===== src/rtl/cc_pkg.sv =====
// Shared definitions for the cache-controller miss path: AXI AR encodings,
// line geometry, address field positions and the miss-request FSM states.
package cc_pkg;

    // AXI read-address channel encodings used for line fills
    localparam logic [1:0] AXI_BURST_WRAP = 2'b10;
    localparam logic [2:0] AXI_SIZE_8B    = 3'd3;

    // A line is 8 beats of 64 bits; ARLEN is beats-1
    localparam int         LINE_BEATS = 8;
    localparam logic [3:0] CC_ARLEN   = 4'd7;

    // Byte-address field positions as seen by the fill unit
    localparam int TAG_MSB    = 31;
    localparam int TAG_LSB    = 15;
    localparam int INDEX_MSB  = 14;
    localparam int INDEX_LSB  = 6;
    localparam int OFFSET_MSB = 5;
    localparam int OFFSET_LSB = 0;
    localparam int BEAT_LSB   = 3;

    typedef enum logic [0:0] {
        S_IDLE = 1'b0,
        S_AR   = 1'b1
    } miss_state_t;

    // Align a byte address to its 64-bit beat (critical word first start)
    function automatic logic [31:0] beat_align(input logic [31:0] addr);
        return {addr[31:BEAT_LSB], 3'b000};
    endfunction

endpackage


===== src/rtl/cc_miss_req_ctrl.sv =====
// Miss request controller: accepts a line miss, pushes its address into the
// miss address FIFO, issues a critical-word-first WRAP8 AXI read burst and
// tracks outstanding fills so the front end can be stalled.
module cc_miss_req_ctrl
    import cc_pkg::*;
#(
    parameter int MAX_OUTSTANDING = 1,
    parameter int CNT_W           = 3
) (
    input  logic             clk,
    input  logic             rst_n,
    input  logic             miss_req_i,
    input  logic [31:0]      miss_addr_i,
    output logic             miss_ack_o,
    output logic             miss_busy_o,
    output logic             mem_arvalid_o,
    input  logic             mem_arready_i,
    output logic [31:0]      mem_araddr_o,
    output logic [3:0]       mem_arlen_o,
    output logic [2:0]       mem_arsize_o,
    output logic [1:0]       mem_arburst_o,
    input  logic             miss_addr_fifo_full_i,
    output logic             miss_addr_fifo_wren_o,
    output logic [31:0]      miss_addr_fifo_wdata_o,
    input  logic             fill_done_i,
    output logic [CNT_W-1:0] outstanding_o,
    output logic             err_o,
    output logic [31:0]      miss_cnt_o
);

    localparam logic [CNT_W-1:0] MAX_CNT = CNT_W'(MAX_OUTSTANDING);
    localparam logic [CNT_W-1:0] CNT_ONE = CNT_W'(1);
    localparam logic [CNT_W-1:0] CNT_ZERO = '0;

    miss_state_t      state_r;
    logic [31:0]      addr_r;
    logic [CNT_W-1:0] outstanding_r;
    logic             err_r;
    logic [31:0]      miss_cnt_r;

    logic accept_s;
    logic ar_hs_s;
    logic in_ar_s;

    assign in_ar_s  = (state_r == S_AR);
    assign accept_s = (state_r == S_IDLE) & miss_req_i & ~miss_addr_fifo_full_i
                      & (outstanding_r < MAX_CNT);
    assign ar_hs_s  = in_ar_s & mem_arready_i;

    // FSM: latch the miss address on accept, hold it until the AR handshake
    always_ff @(posedge clk or negedge rst_n) begin
        if (!rst_n) begin
            state_r <= S_IDLE;
            addr_r  <= 32'h0000_0000;
        end else begin
            case (state_r)
                S_IDLE: begin
                    if (accept_s) begin
                        state_r <= S_AR;
                        addr_r  <= miss_addr_i;
                    end else begin
                        state_r <= S_IDLE;
                    end
                end
                S_AR: begin
                    if (mem_arready_i) begin
                        state_r <= S_IDLE;
                    end else begin
                        state_r <= S_AR;
                    end
                end
                default: begin
                    state_r <= S_IDLE;
                end
            endcase
        end
    end

    // Outstanding-fill counter plus sticky underflow error
    always_ff @(posedge clk or negedge rst_n) begin
        if (!rst_n) begin
            outstanding_r <= CNT_ZERO;
            err_r         <= 1'b0;
        end else begin
            case ({ar_hs_s, fill_done_i})
                2'b10: begin
                    outstanding_r <= outstanding_r + CNT_ONE;
                end
                2'b01: begin
                    if (outstanding_r == CNT_ZERO) begin
                        err_r <= 1'b1;
                    end else begin
                        outstanding_r <= outstanding_r - CNT_ONE;
                    end
                end
                default: begin
                    outstanding_r <= outstanding_r;
                end
            endcase
        end
    end

    // Saturating count of accepted misses
    always_ff @(posedge clk or negedge rst_n) begin
        if (!rst_n) begin
            miss_cnt_r <= 32'h0000_0000;
        end else if (accept_s && (miss_cnt_r != 32'hFFFF_FFFF)) begin
            miss_cnt_r <= miss_cnt_r + 32'd1;
        end else begin
            miss_cnt_r <= miss_cnt_r;
        end
    end

    // AR channel fields: only driven while a request is presented
    always_comb begin
        mem_arvalid_o = 1'b0;
        mem_araddr_o  = 32'h0000_0000;
        mem_arlen_o   = 4'd0;
        mem_arsize_o  = 3'd0;
        mem_arburst_o = 2'b00;
        if (in_ar_s) begin
            mem_arvalid_o = 1'b1;
            mem_araddr_o  = beat_align(addr_r);
            mem_arlen_o   = CC_ARLEN;
            mem_arsize_o  = AXI_SIZE_8B;
            mem_arburst_o = AXI_BURST_WRAP;
        end else begin
            mem_arvalid_o = 1'b0;
        end
    end

    // Same-cycle acceptance: ack and FIFO push carry the full miss address
    always_comb begin
        miss_ack_o             = 1'b0;
        miss_addr_fifo_wren_o  = 1'b0;
        miss_addr_fifo_wdata_o = 32'h0000_0000;
        if (accept_s) begin
            miss_ack_o             = 1'b1;
            miss_addr_fifo_wren_o  = 1'b1;
            miss_addr_fifo_wdata_o = miss_addr_i;
        end else begin
            miss_ack_o = 1'b0;
        end
    end

    // Front-end stall from registered state and FIFO status only
    assign miss_busy_o   = in_ar_s | (outstanding_r == MAX_CNT) | miss_addr_fifo_full_i;
    assign outstanding_o = outstanding_r;
    assign err_o         = err_r;
    assign miss_cnt_o    = miss_cnt_r;

endmodule


===== config.mk =====
export PLATFORM = sky130hd
export DESIGN_NAME = cc_miss_req_ctrl
export DESIGN_NICKNAME = d
export VERILOG_FILES = /design/src/rtl/cc_pkg.sv /design/src/rtl/cc_miss_req_ctrl.sv
export SDC_FILE = /design/constraint.sdc
export NUM_CORES = 1
export LEC_CHECK = 0
export ABC_AREA = 1
export BUFFER_PORTS_ARGS = -buffer_cell sky130_fd_sc_hd__buf_2
export CAP_MARGIN = 10
export CORE_AREA = 2 2 99 101
export CTS_BUF_LIST = sky130_fd_sc_hd__clkbuf_8 sky130_fd_sc_hd__clkbuf_16
export DETAILED_ROUTE_END_ITERATION = 8
export DIE_AREA = 0 0 101 103
export HOLD_SLACK_MARGIN = 0.15
export PLACE_DENSITY = 0.85
export SETUP_SLACK_MARGIN = 0.02
export SKIP_LAST_GASP = 1
export SLEW_MARGIN = 30
export SYNTH_ARGS = -nofsm -noshare
export SYNTH_HDL_FRONTEND = slang
export SYNTH_SLANG_ARGS = --single-unit
export TNS_END_PERCENT = 100

===== constraint.sdc =====
create_clock -name clk -period 1.8 [get_ports clk]
set_input_delay 0.54 -clock clk [delete_from_list [all_inputs] [get_ports clk]]
set_output_delay 0.54 -clock clk [all_outputs]
set_load 0.005 [all_outputs]

==> results.md, run 1 <==
- Worst IR Drop VDD: around 0.51 mV
- Seq/Total Area, Yosys: 40.5%
- Failing checks: setup timing
- Tot GR Track Use: between 20% and 30%
- Die height: around 100 um
- Achievable clock frequency: between 400 and 500 MHz
- Yosys top cell area share: between 40% and 50%
- Status: finished with violations
- Asr flop ratio synth: between 90% and 100%
- Final worst slack: -0.205 ns
- DR WL/cell: approximately 13 um
- Critical path startpoint category: register
- DRT iter0 DRCs: approximately 230
- Vias in the first global route: 3927
- Crit path DAT: around 1.5 ns
- Netlist cell types: 27
- Die ar.: about 10000 um^2
- Clk_lat worst skew: ~0.34 ns
- Die span in x: slightly above 100 um
- H-tree depth: 3
- Syn-to-layout area delta: 35.5%
- Commonest cells in the netlist: nand2_1 (205), inv_1 (97), nor2_1 (91), dfrtp_1 (66), o21ai_0 (35)
- Worst hold margin: 0.428 ns
- Fraction of layout cells with a size suffix above 1: between 30% and 40%
- Sequential share of power: roughly 42%
- Synth Register Bits: 66
- Count leader, synth: nand2_1
- Final period util: 111%
- Switching Share: 34.2%
- Setup crit end kind: primary output
- Req. time, crit path: about 1.3 ns
- P_leak: between 0.003 and 0.004 uW
- TritonCTS clock tree: yes
- Drt pass-1 iters: 5
- Final WL: about 12000 um
- Final hold vios: 0
- Internal power: 3270 uW
- Core Area: around 9500 um^2
- Clk network pwr share: 26.3%
- Cells after Synth: a little over 600
- # clock sinks: between 60 and 70
- CTS Buffer Depth: 2
- Post-synth EDFFs: 0
- # nets final: slightly above 800
- I/O pins: 151
- CP Depth: 5
- Worst-path clk slew: about 0.08 ns
- Combinational power share: about a third
- Yosys warns: 0
- Antenna Cells: 0
- Crit path max-delay cell type: dfrtp_1
- Clock Root Buffer: clkbuf_8
- Initial antenna violation count: 0
- Worst r2r path cells: 10
- Setup Skew: between 0.008 and 0.009 ns
- First-pass GRT wire length: about 19000 um
- WS Path Type: reg -> out
- Worst path cell trace: nor2_4 -> nand3_4 -> buf_12 -> nor2_1 -> buf_2
- Post-route ant nets: 0
- Grt ovf: 0
- CP max FO: 45
- Final Wtd Congestion: 0.971
- Initial Util: 43.1%
- RSZ-0062 raised after global routing: yes
- Max-cap violations: 0
- DP HPWL: 8760 um
- Yosys top cell by area: dfrtp_1
- Vias per cell: 4.79
- Most used DFF post-synth: dfrtp_1
- TritonCTS Buffers: 9
- Power Dens Cells: between 800 and 900 nW/um^2
- Hold Crit Class: in -> reg
- Mean post-synth cell area: approximately 6.7 um^2
- Post-route DRC: 0
- Fill count: between 800 and 900
- Final setup viols: 64
- Row cnt: 36
- Vias: 4324
- Total power: between 4000 and 5000 uW
- Worst slack, placed: -0.158 ns
- Mapped Area: between 4000 and 5000 um^2
- Hold depth: 2
- Final min period: ~2 ns
- Dominant delay contributor by cell family on the critical path: flip-flops
- Ranking of synthesized cells by area: dfrtp_1 (40%), nand2_1 (19%), inv_1 (8.9%), nor2_1 (8.4%), o21ai_0 (4.3%)
- Total net switching power: roughly 1700 uW
- CP peak stage delay: between 0.4 and 0.5 ns
- Crit path buffers/inverters: 2
- Slew Limit Fails: 0
- Buffers added on ports: 144
- Largest net degree at the start of global routing: 46
## metal layers
metal / vias up / share of wire, % / global-route usage, %
li1: 2171 / - / -
met1: 1954 / 42 / 29.3
met2: 185 / 49 / 38.5
met3: 14 / 7.2 / 4.54
met4: 0 / 1.6 / 6.55
met5: - / 0 / 0
## power by group through the flow
stage / logic, uW / clock network, uW / registers [uW]
detailed placement: 1320 / 0 / 2070
global route: 1770 / 1410 / 2140
CTS: 1500 / 1330 / 2070
global placement: 1280 / 0 / 2060
finish: 1570 / 1310 / 2090
floorplan: 789 / 0 / 2060
## registers in the layout (all words and copies together), names as in the netlist
register       flops
addr_r            29
err_o              1
in_ar_s            1
miss_cnt_o        32
outstanding_o      3
## worst reg2reg max path: cells and delay by family (launching register included)
family,cells,cell delay [ns]
and+or+nand+nor,7,0.59
DFF,1,0.45
buffers and inverters,2,0.29
adders and majority gates,1,0.18
## metrics by stage
stage	cell area [um^2]	utilization, %	std cells	TNS (ns)
final	5530	58.4	903	-7.04
after global routing	5530	58.4	903	-12.97
after CTS	5430	57.4	902	-10.74
after detailed placement	5110	54.0	879	-3.81
after global placement	5110	54.0	879	-3.13
after floorplan	4110	-	616	0
## area by class of cell
type | count | area (um^2) | area share, %
Multi-Input combinational cell | 420 | 2000 | 36.1
Sequential cell | 66 | 1660 | 30.0
Timing Repair Buffer | 189 | 1150 | 20.9
Inverter | 98 | 373 | 6.75
Tap cell | 114 | 143 | 2.58
Clock buffer | 10 | 138 | 2.49
Clock inverter | 6 | 66.3 | 1.20
## cell usage in the layout (no fill, tap or decap), types with 13 or more instances in the layout
cell and instances:
o21ai_0 35, dfrtp_1 62, buf_4 32, nand2_1 203, buf_2 142, nor2_1 82, inv_1 94, nand4_1 13
nand3_1 27
## kinds of logic after synthesis
family	after synthesis	share of synthesized area (%)
flip-flops	66	40.5
other	1	0.0919
XOR/XNOR	13	2.79
AO/OA/AOI/OAI	42	5.21
buffers and inverters	130	13.7
AND/OR/NAND/NOR	354	36.2
adder cells (fa/ha/maj)	5	1.53
## worst paths after layout
kind | start | end | slack (ns)
min in group asynchronous | rst_n | miss_cnt_o[14] | 0.67
min | mem_arready_i | in_ar_s | 0.43
max in group asynchronous | rst_n | addr_r[29] | 0.61
min reg2reg | err_o | err_o | 0.48
max | outstanding_o[2] | miss_addr_fifo_wdata_o[10] | -0.20
max reg2reg | miss_cnt_o[1] | miss_cnt_o[16] | 0.17
## what timing repair did
action	CTS	global route
endpoints found under the setup margin	71	96
hold buffers	1	0
pin swaps	2	5
resized for setup	18	25
setup buffers	6	2
hold endpoints to repair	15	0
(Power assumes the default switching activity.)
==> run 2, diff against run 1 <==
GPL_TIMING_DRIVEN = 0   (was default)
==> run 2 against run 1 <==
Net effect:
- via count up 7.4%
- highest routed layer unchanged
- count of clock-buffer cells in the layout down 1
- the run still ends with setup timing left
- maximum frequency down 7.2%
==> results.md, run 2 (synthesized netlist as in run 1, its figures left out) <==
- Vias in the first global route: 4017 (was 3927)
- Placed cells: 875 (was 879)
- Max-cap violations: 0 (unchanged)
- H-tree depth: 3 (unchanged)
- Final WL: 14100 um (was 11600 um)
- Drt pass-1 iters: 5 (unchanged)
- Worst IR Drop VDD: 0.633 mV (was 0.512 mV)
- Failing checks: setup timing (unchanged)
- Vias per cell: 5.06 (was 4.79)
- TritonCTS Buffers: 9 (unchanged)
- Hold Crit Class: in -> async (was in -> reg)
- Power Dens Cells: 909 nW/um^2 (was 899 nW/um^2)
- Buffers added on ports: 144 (unchanged)
- Largest net degree at the start of global routing: 35 (was 46)
- Grt ovf: 0 (unchanged)
- Hold Buf Count CTS: 0 (was 1)
- Achievable clock frequency: 463 MHz (was 499 MHz)
- Initial Util: 43.1% (unchanged)
- Final period util: 120% (was 111%)
- Most common cell after layout, fill and taps aside: nand2_1 (unchanged)
- Crit path DAT: 1.62 ns (was 1.46 ns)
- Clk_lat worst skew: 0.34 ns (about the same)
- WS Path Type: reg -> out (unchanged)
- Setup Skew: 0.00839 ns (was 0.00882 ns)
- Setup crit end kind: primary output (unchanged)
- Slew Limit Fails: 0 (unchanged)
- Initial antenna violation count: 0 (unchanged)
- Syn-to-layout area delta: 47.9% (was 35.5%)
- CTS Buffer Depth: 2 (unchanged)
- Most frequent cells in the layout: nand2_1 (185), buf_2 (127), inv_1 (84) (was nand2_1 (203), buf_2 (142), inv_1 (94))
- Worst slack, placed: -0.441 ns (was -0.158 ns)
- Core Area: 9460 um^2 (unchanged)
- First-pass GRT wire length: 19000 um (was 18600 um)
- Most frequent cell on the critical path: buf_12
- Crit path max-delay cell type: dfrtp_1 (unchanged)
- DRT iter0 DRCs: 251 (was 226)
- Final min period: 2.16 ns (was 2.00 ns)
- Die ar.: 10400 um^2 (unchanged)
- Post-route DRC: 0 (unchanged)
- Status: finished with violations (unchanged)
- Critical path startpoint category: register (unchanged)
- Worst-path clk slew: 0.08 ns (about the same)
- Req. time, crit path: 1.26 ns (about the same)
- Fraction of layout cells with a size suffix above 1: 37.2% (was 30.3%)
- Final Wtd Congestion: 0.928 (was 0.971)
- Row cnt: 36 (unchanged)
- DP HPWL: 8780 um (was 8760 um)
- Final worst slack: -0.360 ns (was -0.205 ns)
- P_leak: 0.00340 uW (was 0.00319 uW)
- Worst path cell trace: nor2_4 -> nand3_4 -> buf_12 -> buf_12 -> nor2_1 -> buf_2 (was nor2_4 -> nand3_4 -> buf_12 -> nor2_1 -> buf_2)
- Die span in x: 101 um (unchanged)
- Vias: 4646 (was 4324)
- Final Instance Count excl. Fillers: 918 (was 903)
- # clock sinks: 66 (unchanged)
- I/O pins: 151 (unchanged)
- Die height: 103 um (unchanged)
- CP peak stage delay: 0.43 ns (about the same)
- RSZ-0062 raised after global routing: yes (unchanged)
- CP max FO: 10 (was 45)
- Post-layout util: 63.8% (was 58.4%)
- Post-route ant nets: 0 (unchanged)
- Final hold vios: 0 (unchanged)
- Max reg flops: 32 (unchanged)
- Final setup viols: 71 (was 64)
- DR WL/cell: 15.4 um (was 12.8 um)
- Clock Root Buffer: clkbuf_8 (unchanged)
- TritonCTS clock tree: yes (unchanged)
- # nets final: 842 (was 827)
- Antenna Cells: 0 (unchanged)
- Tot GR Track Use: 23.1% (was 22.6%)
==> run 2: cell types whose count changed in the layout (fill, tap and decap cells not counted), sizes merged <==
cell | previous run | this run
clkinvlp | 3 | 1
clkbuf | 10 | 20
clkinv | 2 | 4
inv | 98 | 99
dlygate4sd3 | 1 | 0
buf | 188 | 193
==> run 2: area by class of cell <==
class / count / area [um^2]
multi-input combinational: 420 / 2130
clock inverter: 7 / 61.3
inverter: 98 / 368
fill: 764 / 3430
clock buffer: 9 / 124
timing repair buffer: 175 / 1250
buffer: 29 / 288
sequential: 66 / 1670
tap: 114 / 143
==> run 2: path summary, 6_finish.rpt <==
check / from / end / slack (ns) / cells past startpoint
min in group clk: mem_arready_i / in_ar_s / 0.47 / 2
max in group asynchronous: rst_n / miss_cnt_o[16] / 1.10 / 2
max reg2reg: in_ar_s / outstanding_o[0] / 0 / 7
max: outstanding_o[1] / miss_addr_fifo_wdata_o[19] / -0.36 / 6
min: rst_n / miss_cnt_o[13] / 0.14 / 1
min reg2reg: err_o / err_o / 0.47 / 1
==> run 2: per-stage QoR <==
stage	hold slack (ns)	TNS (ns)	total power [uW]	cell area [um^2]
final	0.144	-13.95	5480	6030
after global routing	0.164	-17.67	5780	6030
after CTS	0.151	-12.37	4940	5540
after detailed placement	0.443	-18.41	3360	5000
after global placement	0.439	-25.76	3300	4970
after floorplan	0.244	0	2850	4110
==> run 2: report_power, final <==
group	internal [uW]	switching [uW]	leakage, uW
combinational	1030	1030	0.00245
clock	626	612	0.000100
sequential	1850	340	0.000851
==> run 2: repair_timing <==
action                                  4_1_cts  5_1_grt
endpoints found under the setup margin      111       93
setup buffers                                15       12
pin swaps                                     3        4
gates resized for setup                      60      108
cloned                                        1        4
==> run 2: per-layer routing <==
layer  routed length, um  GRT usage (%)  vias up
met3                1240           5.83       34
met1                5230           27.2     2178
met2                7280           41.3      235
met5                   0              0        -
li1                    -              -     2199
met4                 379           7.69        0
==> run 2: worst max-delay path, delay by kind of cell (launching register included) <==
| kind | cells | cell delay, ns |
|---|---|---|
| AND/OR/NAND/NOR | 3 | 0.39 |
| buffers and inverters | 3 | 0.44 |
| flip-flops | 1 | 0.43 |
